==> src/rtl/mem_port_arbiter_if.sv <==
// Block-port bundle between the two cache controllers, the arbiter and main memory.
// The master side is the arbiter: it answers both caches and drives the memory command.
// The slave side is the surrounding environment (caches plus memory model).
interface mem_port_arbiter_if #(
  parameter int ADDR_W = 28,
  parameter int DATA_W = 128
);

  // Instruction-cache side (read-only refills)
  logic              i_read;
  logic [ADDR_W-1:0] i_address;
  logic [DATA_W-1:0] i_readdata;
  logic              i_busywait;

  // Data-cache side (refills and write-backs)
  logic              d_read;
  logic              d_write;
  logic [ADDR_W-1:0] d_address;
  logic [DATA_W-1:0] d_writedata;
  logic [DATA_W-1:0] d_readdata;
  logic              d_busywait;

  // Main-memory side
  logic              m_read;
  logic              m_write;
  logic [ADDR_W-1:0] m_address;
  logic [DATA_W-1:0] m_writedata;
  logic [DATA_W-1:0] m_readdata;
  logic              m_busywait;

  modport master (
    input  i_read, i_address,
    output i_readdata, i_busywait,
    input  d_read, d_write, d_address, d_writedata,
    output d_readdata, d_busywait,
    output m_read, m_write, m_address, m_writedata,
    input  m_readdata, m_busywait
  );

  modport slave (
    output i_read, i_address,
    input  i_readdata, i_busywait,
    output d_read, d_write, d_address, d_writedata,
    input  d_readdata, d_busywait,
    input  m_read, m_write, m_address, m_writedata,
    output m_readdata, m_busywait
  );

endinterface

==> src/rtl/mem_port_arbiter.sv <==
// Shares the single 128-bit main-memory block port between the I-cache (refills)
// and the D-cache (refills and write-backs). One transaction is in flight at a time.
// The loser of a contention simply stays in busywait until its own grant completes.
module mem_port_arbiter #(
  parameter int ADDR_W           = 28,
  parameter int DATA_W           = 128,
  parameter int FIXED_D_PRIORITY = 0
) (
  input logic                clock,
  input logic                reset,
  mem_port_arbiter_if.master bus
);

  typedef enum logic [2:0] {
    IDLE,
    GNT_I,
    GNT_D,
    DONE_I,
    DONE_D
  } state_t;

  typedef enum logic {
    RR_I,
    RR_D
  } rr_t;

  state_t            state_q, state_d;
  rr_t               rr_last_q, rr_last_d;
  logic              started_q, started_d;
  logic              m_read_q, m_read_d;
  logic              m_write_q, m_write_d;
  logic [ADDR_W-1:0] m_address_q, m_address_d;
  logic [DATA_W-1:0] m_writedata_q, m_writedata_d;
  logic [DATA_W-1:0] i_readdata_q, i_readdata_d;
  logic [DATA_W-1:0] d_readdata_q, d_readdata_d;

  logic i_req;
  logic d_req;
  logic grant_i;
  logic grant_d;

  // Decide who would win if arbitration happened this cycle: D wins when alone,
  // when fixed priority is selected, or when I won the previous grant.
  always_comb begin
    i_req   = bus.i_read;
    d_req   = bus.d_read | bus.d_write;
    grant_d = d_req && (!i_req || (FIXED_D_PRIORITY != 0) || (rr_last_q == RR_I));
    grant_i = i_req && !grant_d;
  end

  // Next-state and next-output computation for the grant/complete/release sequence.
  always_comb begin
    state_d       = state_q;
    rr_last_d     = rr_last_q;
    started_d     = started_q;
    m_read_d      = m_read_q;
    m_write_d     = m_write_q;
    m_address_d   = m_address_q;
    m_writedata_d = m_writedata_q;
    i_readdata_d  = i_readdata_q;
    d_readdata_d  = d_readdata_q;

    case (state_q)
      IDLE: begin
        if (grant_i) begin
          m_read_d    = 1'b1;
          m_write_d   = 1'b0;
          m_address_d = bus.i_address;
          rr_last_d   = RR_I;
          started_d   = 1'b0;
          state_d     = GNT_I;
        end else if (grant_d) begin
          // A simultaneous read+write from the D-cache is a write-back.
          m_write_d     = bus.d_write;
          m_read_d      = !bus.d_write;
          m_address_d   = bus.d_address;
          m_writedata_d = bus.d_writedata;
          rr_last_d     = RR_D;
          started_d     = 1'b0;
          state_d       = GNT_D;
        end
      end

      GNT_I, GNT_D: begin
        // Memory busywait low before it has ever risen is not a completion.
        if (bus.m_busywait) begin
          started_d = 1'b1;
        end else if (started_q) begin
          if (m_read_q) begin
            if (state_q == GNT_I) begin
              i_readdata_d = bus.m_readdata;
            end else begin
              d_readdata_d = bus.m_readdata;
            end
          end
          m_read_d  = 1'b0;
          m_write_d = 1'b0;
          state_d   = (state_q == GNT_I) ? DONE_I : DONE_D;
        end
      end

      DONE_I, DONE_D: begin
        state_d = IDLE;
      end

      default: begin
        state_d   = IDLE;
        m_read_d  = 1'b0;
        m_write_d = 1'b0;
      end
    endcase
  end

  // State and registered outputs; reset aborts any access immediately.
  always_ff @(posedge clock or posedge reset) begin
    if (reset) begin
      state_q       <= IDLE;
      rr_last_q     <= RR_D;
      started_q     <= 1'b0;
      m_read_q      <= 1'b0;
      m_write_q     <= 1'b0;
      m_address_q   <= '0;
      m_writedata_q <= '0;
      i_readdata_q  <= '0;
      d_readdata_q  <= '0;
    end else begin
      state_q       <= state_d;
      rr_last_q     <= rr_last_d;
      started_q     <= started_d;
      m_read_q      <= m_read_d;
      m_write_q     <= m_write_d;
      m_address_q   <= m_address_d;
      m_writedata_q <= m_writedata_d;
      i_readdata_q  <= i_readdata_d;
      d_readdata_q  <= d_readdata_d;
    end
  end

  assign bus.m_read      = m_read_q;
  assign bus.m_write     = m_write_q;
  assign bus.m_address   = m_address_q;
  assign bus.m_writedata = m_writedata_q;
  assign bus.i_readdata  = i_readdata_q;
  assign bus.d_readdata  = d_readdata_q;

  // A requester is released only during its own one-cycle DONE state.
  assign bus.i_busywait = bus.i_read && (state_q != DONE_I);
  assign bus.d_busywait = (bus.d_read || bus.d_write) && (state_q != DONE_D);

endmodule

==> src/flat_wrapper.sv <==
// flat-port wrapper written by rule: the top's interface ports become plain ports
module mem_port_arbiter_flat 
#(
  parameter int ADDR_W           = 28,
  parameter int DATA_W           = 128,
  parameter int FIXED_D_PRIORITY = 0
)
  (clock, reset, bus_i_read, bus_i_address, bus_i_readdata, bus_i_busywait, bus_d_read, bus_d_write, bus_d_address, bus_d_writedata, bus_d_readdata, bus_d_busywait, bus_m_read, bus_m_write, bus_m_address, bus_m_writedata, bus_m_readdata, bus_m_busywait);
  mem_port_arbiter_if #(.ADDR_W(ADDR_W), .DATA_W(DATA_W)) bus_i ();
  input logic clock;
  input logic reset;
  input wire logic [$bits(bus_i.i_read)-1:0] bus_i_read;
  input wire logic [$bits(bus_i.i_address)-1:0] bus_i_address;
  output wire logic [$bits(bus_i.i_readdata)-1:0] bus_i_readdata;
  output wire logic [$bits(bus_i.i_busywait)-1:0] bus_i_busywait;
  input wire logic [$bits(bus_i.d_read)-1:0] bus_d_read;
  input wire logic [$bits(bus_i.d_write)-1:0] bus_d_write;
  input wire logic [$bits(bus_i.d_address)-1:0] bus_d_address;
  input wire logic [$bits(bus_i.d_writedata)-1:0] bus_d_writedata;
  output wire logic [$bits(bus_i.d_readdata)-1:0] bus_d_readdata;
  output wire logic [$bits(bus_i.d_busywait)-1:0] bus_d_busywait;
  output wire logic [$bits(bus_i.m_read)-1:0] bus_m_read;
  output wire logic [$bits(bus_i.m_write)-1:0] bus_m_write;
  output wire logic [$bits(bus_i.m_address)-1:0] bus_m_address;
  output wire logic [$bits(bus_i.m_writedata)-1:0] bus_m_writedata;
  input wire logic [$bits(bus_i.m_readdata)-1:0] bus_m_readdata;
  input wire logic [$bits(bus_i.m_busywait)-1:0] bus_m_busywait;
  assign bus_i.i_read = bus_i_read;
  assign bus_i.i_address = bus_i_address;
  assign bus_i_readdata = bus_i.i_readdata;
  assign bus_i_busywait = bus_i.i_busywait;
  assign bus_i.d_read = bus_d_read;
  assign bus_i.d_write = bus_d_write;
  assign bus_i.d_address = bus_d_address;
  assign bus_i.d_writedata = bus_d_writedata;
  assign bus_d_readdata = bus_i.d_readdata;
  assign bus_d_busywait = bus_i.d_busywait;
  assign bus_m_read = bus_i.m_read;
  assign bus_m_write = bus_i.m_write;
  assign bus_m_address = bus_i.m_address;
  assign bus_m_writedata = bus_i.m_writedata;
  assign bus_i.m_readdata = bus_m_readdata;
  assign bus_i.m_busywait = bus_m_busywait;
  mem_port_arbiter #(.ADDR_W(ADDR_W), .DATA_W(DATA_W), .FIXED_D_PRIORITY(FIXED_D_PRIORITY)) u_core (.clock(clock), .reset(reset), .bus(bus_i));
endmodule
==> config.mk <==
export PLATFORM = sky130hd
export DESIGN_NAME = mem_port_arbiter_flat
export DESIGN_NICKNAME = d
export VERILOG_FILES = /design/src/rtl/mem_port_arbiter_if.sv /design/src/rtl/mem_port_arbiter.sv /design/src/flat_wrapper.sv
export SDC_FILE = /design/constraint.sdc
export NUM_CORES = 1
export LEC_CHECK = 0
export CAP_MARGIN = 30
export CORE_AREA = 3 3 281 283
export CTS_CLUSTER_SIZE = 30
export DETAILED_ROUTE_END_ITERATION = 16
export DIE_AREA = 0 0 284 286
export PLACE_DENSITY_LB_ADDON = 0.3
export RECOVER_POWER = 25
export SETUP_SLACK_MARGIN = 0.2
export SYNTH_ARGS = -nofsm -noshare
export SYNTH_HDL_FRONTEND = slang
export SYNTH_SLANG_ARGS = --single-unit
export TNS_END_PERCENT = 5
==> constraint.sdc <==
create_clock -name clock -period 16.02 [get_ports clock]
set_input_delay 4.005 -clock clock [delete_from_list [all_inputs] [get_ports clock]]
set_output_delay 4.005 -clock clock [all_outputs]
set_load 0.1 [all_outputs]
==> flow_summary_export.csv <==
group,metric,value,unit
outcome,status,"finished, violations left",
outcome,violations,"max-capacitance violations, max-slew violations",
timing,max_freq,0.0896,GHz
worst_setup_path,slowest_stage,"clkbuf_1",
detailed_routing,vias,11800,
global_route,gr-total-overflow,0,
worst_setup_path,max_stage_delay,1.21,ns
job,cap_viol_max_count,2,
detailed_routing,wire_per_inst,19.6,microns
clock_tree,cts_tree,"built",
finish,syn_to_final_growth,71.9,%
place,pre_cts_ws,5.85,ns
logic_synthesis,yosys.area.top_type_share,0.650,
worst_setup_path,reg2reg_depth,5,
floorplanning,die-height,286,microns
worst_setup_path,worstPathRequired,12.02,ns
worst_setup_path,timing.rr.start,"u_core.state_q[2]",
logic_synthesis,synthArstFlopShare,1.00,
hold_path,hold_path.class,"flip-flop to flip-flop",
global_route,grt_pass1_vias,13000,
logic_synthesis,syn_avg_cell_area,15.7,sq um
clock_tree,htree_levels,2,
finish,seq_area,10500,sq um
global_route,grt_usage,0.136,
place,dp_hpwl,42400,microns
logic_synthesis,yosysUniqueCellTypes,37,
finish,layout_common_cells,"clkdlybuf4s50_1, dfrtp_1, mux2_2",
worst_setup_path,path_class,"input pin to output port",
finish,nFillCells,7535,
logic_synthesis,syn_nets,1340,
logic_synthesis,synth_cells,1022,
timing,setup_viol,0,
detailed_routing,routed_wl,56700,microns
logic_synthesis,yosys-top-cells-area,"dfrtp_1, mux2_2, mux2_1",
logic_synthesis,synth_edf_count,0,
hold_path,hold-path-cell-count,1,
worst_setup_path,rrSetupSlack,12.78,ns
floorplanning,rows,102,
finish,fin_nets,2132,
timing,rsz0062_at_grt,"false",
global_route,grt_start_max_net_pins,162,
floorplanning,initial_core_util,0.209,
place,place_congestion,0.804,
detailed_routing,first_iter_violations,401,
place,io_buffers,733,
clock_tree,clockRootBuffer,"clkbuf_16",
global_route,antenna_found_initial,2,
clock_tree,path_clk_slew,0.06,ns
worst_setup_path,worstReg2RegEnd,"u_core.bus.i_readdata[46]",
finish,drive_gt1_frac,0.238,
logic_synthesis,yosysTopAreaCell,"dfrtp_1",
detailed_routing,drtAntennaViolNets,0,
worst_setup_path,cp_max_fo,35,
finish,multi_input_area,5210,sq um
timing,worst_pin_slew,6.03,ns
worst_setup_path,path_delay_family,"buffers and inverters",
detailed_routing,first_pass_iters,4,
timing,hold_viol,0,
timing,slew_headroom,-3.02,
timing,finalMaxSlewViolations,147,
worst_setup_path,cp-start-kind,"input pin",
clock_tree,cts.sinks,419,
timing,finalCritPeriodShare,0.697,
floorplanning,core_area,77000,sq um
detailed_routing,vias_per_cell,4.06,
timing,clock_skew,0.0232,ns
floorplanning,die_area,81200,sq um
global_route,grt_pass1_wl,85000,microns
logic_synthesis,yosys_warnings,0,
clock_tree,clkLatencyLatePin,0.58,ns
worst_setup_path,worst_setup_path_end_kind,"output port",
worst_setup_path,path_buf_inv,3,
logic_synthesis,synthFlopType,"dfrtp_1",
logic_synthesis,yosysSeqAreaShare,0.652,
finish,final_common_cell,"clkdlybuf4s50_1",
clock_tree,ctsResizeCount,0,
detailed_routing,drc,0,
clock_tree,numCtsBuffers,50,
timing,worst_slack,4.85,ns
hold_path,min_from,"u_core.bus.m_writedata[103]",
hold_path,worstHoldEndpoint,"u_core.bus.m_writedata[103]",
worst_setup_path,worstPathArrival,7.16,ns
logic_synthesis,synth-seq-cells,419,
clock_tree,hold_buffers,0,
worst_setup_path,crit_chain,"dlygate4sd3_1 > clkbuf_1 > o21a_1 > clkdlybuf4s50_1",
timing,tns,0,ns
floorplanning,die-width,284,microns
timing,period_needed,11.17,ns
logic_synthesis,netlist_area,16100,sq um
clock_tree,clockBufferDepth,3,
floorplanning,pin_count,734,
clock_tree,postCtsSetupBuffers,0,
==> how the worst max path moves through the flow <==
stage	slack, ns	start	depth (start not counted)	to
global placement	5.87	bus_i_read	4	bus_i_busywait
CTS	5.85	bus_i_read	4	bus_i_busywait
floorplan	0.35	reset	1	u_core.bus.d_readdata[0]
global route	4.61	reset	3	u_core.bus.m_writedata[37]
finish	4.85	bus_i_read	4	bus_i_busywait
detailed placement	5.85	bus_i_read	4	bus_i_busywait
==> synth_stat cells, types with 2 or more instances <==
library cell,number
mux2_1,100
o211ai_1,3
nand3_1,28
buf_4,6
nor3_1,3
nor3_2,2
buf_1,2
dfrtp_1,418
mux2_2,285
clkbuf_1,12
nand2_1,5
o21ai_0,28
a31oi_1,28
nand3b_1,2
buf_2,33
buf_6,11
nor2b_1,2
o21ai_1,3
nor2_1,2
or3_1,2
a21oi_1,31
==> final cells by class <==
class | count | area share
Clock inverter | 16 | 0.00425
Clock buffer | 74 | 0.0525
Timing Repair Buffer | 805 | 0.328
Tap cell | 1040 | 0.0471
Multi-Input combinational cell | 536 | 0.189
Sequential cell | 419 | 0.379
Inverter | 2 | 0.000317
Antenna cell | 2 | 0.000181
==> logic make-up (layout without fill, tap and decap cells) <==
| kind of cell | Yosys count | count (layout) | synth area share |
|---|---|---|---|
| AOI/OAI and AO/OA | 100 | 100 | 0.0356 |
| DFF | 419 | 419 | 0.652 |
| and+or+nand+nor | 51 | 51 | 0.0179 |
| buffers and inverters | 67 | 897 | 0.0248 |
| other | 0 | 2 | 0 |
| muxes | 385 | 385 | 0.270 |
==> registers in the layout, indices dropped and copies added, names as in the netlist <==
| name | flops |
|---|---|
| u_core.bus.d_readdata | 128 |
| u_core.bus.i_readdata | 128 |
| u_core.bus.m_address | 28 |
| u_core.bus.m_read | 1 |
| u_core.bus.m_write | 1 |
| u_core.bus.m_writedata | 128 |
| u_core.rr_last_q | 1 |
| u_core.started_q | 1 |
| u_core.state_q | 3 |
==> layer usage <==
layer / GRT usage / part of all wire
met1: 0.152 / 0.37
met2: 0.247 / 0.53
met3: 0.0347 / 0.062
met4: 0.0502 / 0.034
met5: 0 / 0
==> stage by stage <==
stage               instances  hold WS (ns)  instance area [sq um]   util
floorplan                1022         0.481                  16100      -
global placement         2741         0.473                  24400  0.318
detailed placement       2798         0.480                  26000  0.338
CTS                      2888         0.492                  27600  0.358
global route             2894         0.497                  27600  0.359
finish                   2894         0.489                  27600  0.359
Power is not shown: default switching activity piles up to over one toggle a cycle in this logic, so the estimate is an artifact.
